[config.mk]
export PLATFORM = sky130hd
export DESIGN_NAME = mem_ctrl
export DESIGN_NICKNAME = d
export VERILOG_FILES = /design/src/rtl/mem_ctrl.sv
export SDC_FILE = /design/constraint.sdc
export NUM_CORES = 1
export LEC_CHECK = 0
export CAP_MARGIN = 0
export CORE_MARGIN = 2
export CORE_UTILIZATION = 35
export DETAILED_ROUTE_END_ITERATION = 16
export GPL_TIMING_DRIVEN = 0
export HOLD_SLACK_MARGIN = 0.12
export PLACE_DENSITY = 0.55
export SYNTH_ARGS = -nofsm -noshare
export SYNTH_HDL_FRONTEND = slang
export SYNTH_SLANG_ARGS = --single-unit
[constraint.sdc]
create_clock -name clk_in -period 17.4 [get_ports clk_in]
set_input_delay 3.48 -clock clk_in [delete_from_list [all_inputs] [get_ports clk_in]]
set_output_delay 3.48 -clock clk_in [all_outputs]
set_load 0.05 [all_outputs]
[src/rtl/mem_ctrl.sv]
// Byte-serial memory controller: arbitrates LSB loads/stores over ICache refills onto
// a single byte-wide RAM port, assembling/disassembling little-endian words.
module mem_ctrl (
   input  logic        clk_in,
   input  logic        rst_in,
   input  logic        rdy_in,
   input  logic [7:0]  mem_din,
   output logic [7:0]  mem_dout,
   output logic [31:0] mem_a,
   output logic        mem_wr,
   input  logic        io_buffer_full,
   input  logic        clear,
   input  logic        if_need,
   input  logic [31:0] if_addr,
   output logic [31:0] if_ins,
   output logic        if_ins_ready,
   input  logic        ls_need,
   input  logic        ls_wr,
   input  logic [1:0]  ls_len,
   input  logic [31:0] ls_addr,
   input  logic [31:0] ls_wdata,
   output logic [31:0] ls_rdata,
   output logic        ls_ready
);

   typedef enum logic [1:0] {IDLE, LS_RD, LS_WR, IF_RD} state_t;

   state_t      state_q;
   logic [2:0]  cnt_q;
   logic [2:0]  len_q;
   logic [31:0] base_q;
   logic [31:0] wdata_q;
   logic [31:0] data_q;
   logic        rdy_prev_q;
   logic [7:0]  din_q;

   logic [31:0] cur_addr;
   logic        io_stall;
   logic        grant_block;
   logic [7:0]  din_eff;
   logic [7:0]  wr_byte;
   logic [31:0] rd_data_d;

   function automatic logic [2:0] byte_count(input logic [1:0] len);
      case (len)
         2'd0:    return 3'd1;
         2'd1:    return 3'd2;
         default: return 3'd4;
      endcase
   endfunction

   assign grant_block = if_ins_ready | ls_ready;

   // Byte addressing, IO stall detection and read-data assembly for the current byte.
   always_comb begin
      cur_addr  = base_q + {29'd0, cnt_q};
      io_stall  = (cur_addr[17:16] == 2'b11) && io_buffer_full;
      din_eff   = rdy_prev_q ? mem_din : din_q;
      rd_data_d = data_q;
      case (cnt_q)
         3'd1:    rd_data_d[7:0]   = din_eff;
         3'd2:    rd_data_d[15:8]  = din_eff;
         3'd3:    rd_data_d[23:16] = din_eff;
         3'd4:    rd_data_d[31:24] = din_eff;
         default: rd_data_d        = data_q;
      endcase
      case (cnt_q[1:0])
         2'd0:    wr_byte = wdata_q[7:0];
         2'd1:    wr_byte = wdata_q[15:8];
         2'd2:    wr_byte = wdata_q[23:16];
         default: wr_byte = wdata_q[31:24];
      endcase
   end

   // RAM data arrives one cycle after its address, so the byte that landed on the first
   // frozen edge is kept and used when the controller resumes.
   always_ff @(posedge clk_in or posedge rst_in) begin
      if (rst_in) begin
         rdy_prev_q <= 1'b1;
         din_q      <= 8'd0;
      end else begin
         rdy_prev_q <= rdy_in;
         din_q      <= din_eff;
      end
   end

   // Arbitration, transaction sequencing and all registered outputs.
   always_ff @(posedge clk_in or posedge rst_in) begin
      if (rst_in) begin
         state_q      <= IDLE;
         cnt_q        <= 3'd0;
         len_q        <= 3'd0;
         base_q       <= 32'd0;
         wdata_q      <= 32'd0;
         data_q       <= 32'd0;
         mem_a        <= 32'd0;
         mem_dout     <= 8'd0;
         mem_wr       <= 1'b0;
         if_ins       <= 32'd0;
         if_ins_ready <= 1'b0;
         ls_rdata     <= 32'd0;
         ls_ready     <= 1'b0;
      end else if (rdy_in) begin
         if_ins_ready <= 1'b0;
         ls_ready     <= 1'b0;
         case (state_q)
            IDLE: begin
               mem_wr <= 1'b0;
               if (!grant_block && ls_need) begin
                  base_q  <= ls_addr;
                  len_q   <= byte_count(ls_len);
                  wdata_q <= ls_wdata;
                  data_q  <= 32'd0;
                  mem_a   <= ls_addr;
                  if (ls_wr) begin
                     state_q <= LS_WR;
                     if ((ls_addr[17:16] == 2'b11) && io_buffer_full) begin
                        cnt_q <= 3'd0;
                     end else begin
                        mem_wr   <= 1'b1;
                        mem_dout <= ls_wdata[7:0];
                        cnt_q    <= 3'd1;
                     end
                  end else begin
                     state_q <= LS_RD;
                     cnt_q   <= 3'd0;
                  end
               end else if (!grant_block && if_need && !clear) begin
                  state_q <= IF_RD;
                  base_q  <= if_addr;
                  len_q   <= 3'd4;
                  data_q  <= 32'd0;
                  mem_a   <= if_addr;
                  cnt_q   <= 3'd0;
               end
            end
            LS_RD, IF_RD: begin
               if ((state_q == IF_RD) && clear) begin
                  state_q <= IDLE;
                  cnt_q   <= 3'd0;
               end else if (cnt_q == len_q) begin
                  state_q <= IDLE;
                  cnt_q   <= 3'd0;
                  data_q  <= rd_data_d;
                  if (state_q == IF_RD) begin
                     if_ins       <= rd_data_d;
                     if_ins_ready <= 1'b1;
                  end else begin
                     ls_rdata <= rd_data_d;
                     ls_ready <= 1'b1;
                  end
               end else begin
                  data_q <= rd_data_d;
                  cnt_q  <= cnt_q + 3'd1;
                  if ((cnt_q + 3'd1) < len_q) begin
                     mem_a <= cur_addr + 32'd1;
                  end
               end
            end
            LS_WR: begin
               if (cnt_q == len_q) begin
                  state_q  <= IDLE;
                  cnt_q    <= 3'd0;
                  mem_wr   <= 1'b0;
                  ls_ready <= 1'b1;
               end else if (io_stall) begin
                  mem_wr <= 1'b0;
               end else begin
                  mem_wr   <= 1'b1;
                  mem_a    <= cur_addr;
                  mem_dout <= wr_byte;
                  cnt_q    <= cnt_q + 3'd1;
               end
            end
            default: begin
               state_q <= IDLE;
               mem_wr  <= 1'b0;
            end
         endcase
      end
   end

endmodule

==> flow_metrics.py, run 1 <==
metrics = {
    "job": {
        "cap_violations": 0,
    },
    "route": {
        "wirelength_um": 36510,
        "drt_iter0_markers": 884,
        "route.vias.total": 10080,
        "ant_nets": 0,
        "post_drt_wl_per_cell_um": 19.50,
        "drc": 0,
        "viasPerCell": 5.382,
        "firstDrtPassIters": 7,
    },
    "logic_synthesis": {
        "yosys_warnings": 0,
        "syn_area_per_cell_um2": 9.307,
        "synth_edf_count": 0,
        "synth_cell_types": 71,
        "synth-seq-cells": 220,
        "ys.flop_type": "dfrtp_1",
        "async_flop_share_pct": 100.0,
        "netlist_instances": 1206,
        "synth_area_leaders": "dfrtp_1, o21ai_0, nand2_1",
        "ys_seq_area_share_pct": 49.06,
        "synth.top_cell.area_share_pct": 48.82,
        "post-synth-top-area-cell": "dfrtp_1",
        "synth_fp_nets": 1333,
        "syn_area_um2": 11220,
    },
    "power_and_ir_drop": {
        "ir_drop_mv": 0.08201,
        "p_total_mw": 2.802,
        "power.leakage_nw": 6.210,
        "power.density_nw_per_um2": 189.6,
    },
    "global_routing": {
        "antenna_found_initial": 1,
        "grt_pass1_wl_um": 56970,
        "grt_pass1_vias": 9865,
        "grt_max_degree": 87,
        "track_usage_pct": 21.60,
        "gr-total-overflow": 0,
    },
    "floorplanning": {
        "die_h_um": 183.1,
        "initial_utilization_pct": 35.57,
        "pin_count": 221,
        "dieArea_um2": 33520,
        "core_um2": 31560,
        "die_x_um": 183.1,
        "row_count": 65,
    },
    "setup_path": {
        "reg2reg_from": "cnt_q[0]",
        "cp.required_ps": 17820,
        "setup.worst_path.class": "in2reg",
        "cp-start-kind": "input pin",
        "crit_start": "clear",
        "cp_data_arrival_time_ps": 6480,
        "crit_path_end_kind": "flop",
        "timing.critical_path.fanout_max": 10,
    },
    "clocking": {
        "postCtsSetupBuffers": 0,
        "cts.repair.resized": 0,
        "cts_tree": "yes",
        "clock-sinks": 220,
        "clk_latency_ps": 540,
        "h-tree-depth": 1,
        "numCtsBuffers": 25,
        "clock_tree.root_cell": "clkbuf_16",
        "cts_buffer_depth": 3,
        "ctsHoldBuffers": 0,
        "clk_pin_slew_ps": 60,
    },
    "final_layout": {
        "drive_gt1_share_pct": 7.551,
        "stdcell_count": 1872,
        "fin_nets": 1582,
        "utilization_pct": 46.82,
        "layout-area-overhead-vs-synth_pct": 31.61,
        "mostFrequentLayoutCells": "clkdlybuf4s50_1, dfrtp_1, nand2_1, o21ai_0, nor2_1",
        "num_antenna_cells": 0,
        "mostFrequentLayoutCell": "clkdlybuf4s50_1",
    },
    "sta": {
        "slew_headroom_pct": 22.18,
        "tightestPinTransition_ps": 1155,
        "timing.final.hold_violations": 0,
        "setup_viol": 0,
        "fin_setup_tns_ps": 0,
        "rsz0062_at_grt": "no",
        "fmax_mhz": 164.8,
        "period_needed_ps": 6069,
        "clock_skew_ps": 13.50,
        "final.period_utilization_pct": 34.88,
        "drv_slew": 0,
    },
    "hold_path": {
        "hp-start": "mem_a[12]",
        "hp-class": "reg2reg",
    },
    "place": {
        "io_buffers": 220,
        "hpwl_um": 27350,
        "routabilityCongestion": 0.9093,
        "dp.cells": 1830,
    },
    "outcome": {
        "run_status": "finished, final reports clean",
    },
}
[kinds of logic (layout without fill, tap and decap cells)]
group,Yosys count,after routing,synth area share (%)
buf+inv,108,372,3.879
compound gates,332,332,17.50
fa+ha+maj,13,13,1.516
simple gates,408,408,16.72
mux,93,93,8.828
flops,220,220,49.06
xor+xnor,32,32,2.497
[path summary, 6_finish.rpt]
kind                       slack, ps  cells after the start            to
setup reg to reg               12470                     12     mem_a[31]
hold reg to reg                  470                      2     mem_a[12]
hold / removal                   470                      2     mem_a[12]
min in group asynchronous       3380                      2  ls_rdata[10]
max in group asynchronous      12840                      4     mem_a[14]
setup / recovery               11330                     10     mem_a[31]
[sequential cells by signal, summed over array words and instances, names as in the netlist]
signal and cells:
if_ins 32, cnt_q 3, ls_rdata 32, base_q 32
mem_wr 1, mem_dout 8, data_q 32, if_ins_ready 1
len_q 3, mem_a 32, rdy_prev_q 1, ls_ready 1
state_q 2, wdata_q 32, din_q 8
[critical path, cell delays in order]
cell and delay, ps:
clkdlybuf4s50_1 650, nor2b_1 80, o21ai_0 400, a21oi_1 250, o221a_2 230, o21ai_0 430
clkbuf_1 660, nor2_1 110, nand4_1 120, nand3_1 70
[where the power goes]
group / internal [mW] / switching (mW) / leakage, nW
clock network: 0.296 / 0.216 / 0.384
registers: 0.723 / 0.142 / 2.84
logic: 0.497 / 0.927 / 2.99
[final cells by class]
class / instances / area, um2
clock buffer: 35 / 703.2
multi-input combinational: 878 / 5283
inverter: 33 / 131.4
buffer: 75 / 311.5
tap: 402 / 503.0
clock inverter: 7 / 77.57
timing repair buffer: 222 / 2257
sequential: 220 / 5507
fill: 3113 / 16780
[stage by stage]
| step | area (um2) | hold WS (ps) | setup slack (ps) |
|---|---|---|---|
| 2_1_floorplan | 11220 | 444.7 | 7901 |
| 3_3_place_gp | 13930 | 457.3 | 4761 |
| 3_5_place_dp | 13990 | 461.2 | 10850 |
| 4_1_cts | 14770 | 478.0 | 11420 |
| 5_1_grt | 14770 | 501.8 | 11170 |
| 6_report | 14770 | 471.3 | 11330 |
[per-layer routing]
metal  part of all wire [%]  wire length, um  vias to the layer above  GRT usage [%]
met5                  0.033               12                        -              0
met4                    2.0              712                        2          4.608
met3                    6.3             2317                       43          4.011
met2                     47            17060                      347          35.45
met1                     45            16400                     4900          29.89
li1                       -                -                     4784              -
[cells in the mapped netlist (5+ instances only)]
library cell / number
a211oi_1: 8
nor2b_1: 9
o22a_1: 6
o21ai_0: 176
or3_1: 7
a21oi_1: 64
nand3_1: 30
and3_1: 6
a222oi_1: 8
o21a_1: 6
ha_1: 12
nor2_1: 91
nand2_1: 194
nor4_1: 8
xor2_1: 10
nor3_1: 14
a311oi_1: 5
buf_2: 5
a21o_1: 5
dfrtp_1: 219
inv_1: 30
o211ai_1: 6
mux2i_1: 45
o22ai_1: 6
nand4_1: 11
clkbuf_1: 59
nor4b_1: 5
mux2_2: 48
and4_1: 6
xnor2_1: 22
buf_1: 5
a31oi_1: 8
Note: power is estimated with default switching activity, not from simulation.
==> inputs of run 2 (changes only) <==
==> constraint.sdc (replaced) <==
create_clock -name clk_in -period 5.7 [get_ports clk_in]
set_input_delay 1.14 -clock clk_in [delete_from_list [all_inputs] [get_ports clk_in]]
set_output_delay 1.14 -clock clk_in [all_outputs]
set_load 0.05 [all_outputs]
==> run 2 against run 1 <==
  * Clock-buffer cell count stayed put
  * Routed wire length fell by 0.61%
  * Highest routed layer unchanged
  * Global-route usage shrank 0.12 points
  * Largest cell class unchanged
==> flow_metrics.py, run 2 (synthesis gave the netlist of run 1 again) <==
metrics = {
    "route": {
        "post_drt_wl_per_cell_um": 19.31,
        "drt_iter0_markers": 764,
        "firstDrtPassIters": 6,
        "route.vias.total": 10000,
        "drc": 0,
        "viasPerCell": 5.323,
        "wirelength_um": 36280,
        "ant_nets": 0,
    },
    "place": {
        "routabilityCongestion": 0.8928,
        "io_buffers": 220,
        "place_area_um2": 14050,
        "hpwl_um": 27580,
        "dp_slack_ps": 739.8,
    },
    "clocking": {
        "clock_tree.root_cell": "clkbuf_16",
        "cts.repair.resized": 0,
        "cts_buffer_depth": 3,
        "clk_pin_slew_ps": 60,
        "postCtsSetupBuffers": 0,
        "clk_latency_ps": 530,
        "cts_tree": "yes",
        "numCtsBuffers": 25,
        "clock-sinks": 220,
        "ctsHoldBuffers": 0,
        "h-tree-depth": 1,
    },
    "setup_path": {
        "timing.critical_path.fanout_max": 10,
        "path_buf_inv": 2,
        "cp_slowest_cell": "o21ai_0",
        "crit_path_end_kind": "flop",
        "crit_chain": "ha_1 > inv_1 > fa_1 > nand2b_1 > a211oi_1 > or4b_1 > a22o_2 > o21ai_0 > clkbuf_1 > nor2_1 > nand4_1 > nand3_1",
        "cp_top_family": "compound AO/OA/AOI/OAI gates",
        "cp-start-kind": "flop",
        "setup.worst_path.class": "reg2reg",
        "r2r_setup_slack_ps": 590,
        "slowest_delay_ps": 1080,
        "cp.required_ps": 6110,
        "cp_data_arrival_time_ps": 5510,
    },
    "sta": {
        "fin_setup_tns_ps": 0,
        "setup_viol": 0,
        "final.period_utilization_pct": 89.59,
        "fmax_mhz": 195.8,
        "rsz0062_at_grt": "no",
        "slew_headroom_pct": 6.704,
        "drv_slew": 0,
        "period_needed_ps": 5107,
        "tightestPinTransition_ps": 1385,
        "setup_slack_ps": 593.5,
        "holdWs_ps": 475.7,
        "timing.final.hold_violations": 0,
        "clock_skew_ps": 18.65,
    },
    "power_and_ir_drop": {
        "power.density_nw_per_um2": 578.2,
        "ir_drop_mv": 0.2524,
        "power.leakage_nw": 6.257,
        "p_total_mw": 8.603,
    },
    "floorplanning": {
        "initial_utilization_pct": 35.57,
        "dieArea_um2": 33520,
        "die_x_um": 183.1,
        "die_h_um": 183.1,
        "pin_count": 221,
        "core_um2": 31560,
        "row_count": 65,
    },
    "final_layout": {
        "mostFrequentLayoutCells": "clkdlybuf4s50_1, dfrtp_1, nand2_1, o21ai_0, nor2_1",
        "drive_gt1_share_pct": 8.192,
        "stdcell_area_um2": 14880,
        "mostFrequentLayoutCell": "clkdlybuf4s50_1",
        "num_antenna_cells": 0,
        "layout-area-overhead-vs-synth_pct": 32.55,
        "fin_nets": 1586,
    },
    "global_routing": {
        "grt_pass1_wl_um": 56600,
        "grt_max_degree": 44,
        "antenna_found_initial": 2,
        "grt_pass1_vias": 9623,
        "track_usage_pct": 21.48,
        "gr-total-overflow": 0,
    },
    "hold_path": {
        "hp-class": "reg2reg",
    },
    "outcome": {
        "run_status": "finished, final reports clean",
    },
    "job": {
        "cap_violations": 0,
    },
}
run 2: changes by cell type in the layout (fill, tap and decap cells not counted), sizes merged:
cell and change:
clkinvlp +2, buf +4, clkinv +1
run 2: worst register-to-register path, stage by stage, from the launching register on:
cell      delay (ps)
dfrtp_1          490
ha_1             240
inv_1             60
fa_1             420
nand2b_1         260
a211oi_1         600
or4b_1           510
a22o_2           320
o21ai_0         1080
clkbuf_1         670
nor2_1           120
nand4_1          130
nand3_1           80
run 2: worst paths after layout:
| kind | end | start | depth (start not counted) |
|---|---|---|---|
| hold / removal | ls_rdata[18] | ls_rdata[18] | 2 |
| setup reg to reg | mem_a[31] | cnt_q[0] | 12 |
| hold reg to reg | ls_rdata[18] | ls_rdata[18] | 2 |
| min in group asynchronous | ls_rdata[9] | rst_in | 2 |
| max in group asynchronous | base_q[9] | rst_in | 4 |
| setup / recovery | mem_a[31] | cnt_q[0] | 12 |
run 2: power breakdown:
part | total [mW] | switching, mW | internal, mW
clock network | 1.61 | 0.666 | 0.944
registers | 2.64 | 0.437 | 2.21
logic | 4.35 | 2.83 | 1.52
total | 8.60 | 3.93 | 4.67
run 2: layout make-up:
class | instances | area (um2)
buffer | 75 | 311.5
clock buffer | 35 | 733.2
inverter | 33 | 127.6
fill | 3026 | 16680
tap | 402 | 503.0
timing repair buffer | 226 | 2322
clock inverter | 10 | 91.34
multi-input combinational | 878 | 5283
sequential | 220 | 5507
run 2: per-layer routing:
layer | global-route usage [%] | wire [um] | up-vias | part of all wire (%)
li1 | - | - | 4779 | -
met5 | 0 | 16 | - | 0.044
met2 | 34.97 | 16740 | 316 | 46
met1 | 30.08 | 16720 | 4864 | 46
met3 | 4.091 | 2168 | 40 | 6.0
met4 | 4.128 | 642 | 2 | 1.8
run 2: stage by stage:
| step | utilization [%] | cells |
|---|---|---|
| final | 47.15 | 1879 |
| after global routing | 47.15 | 1879 |
| after CTS | 47.15 | 1879 |
| after detailed placement | 44.54 | 1834 |
| after global placement | 44.16 | 1828 |
| after floorplan | - | 1206 |
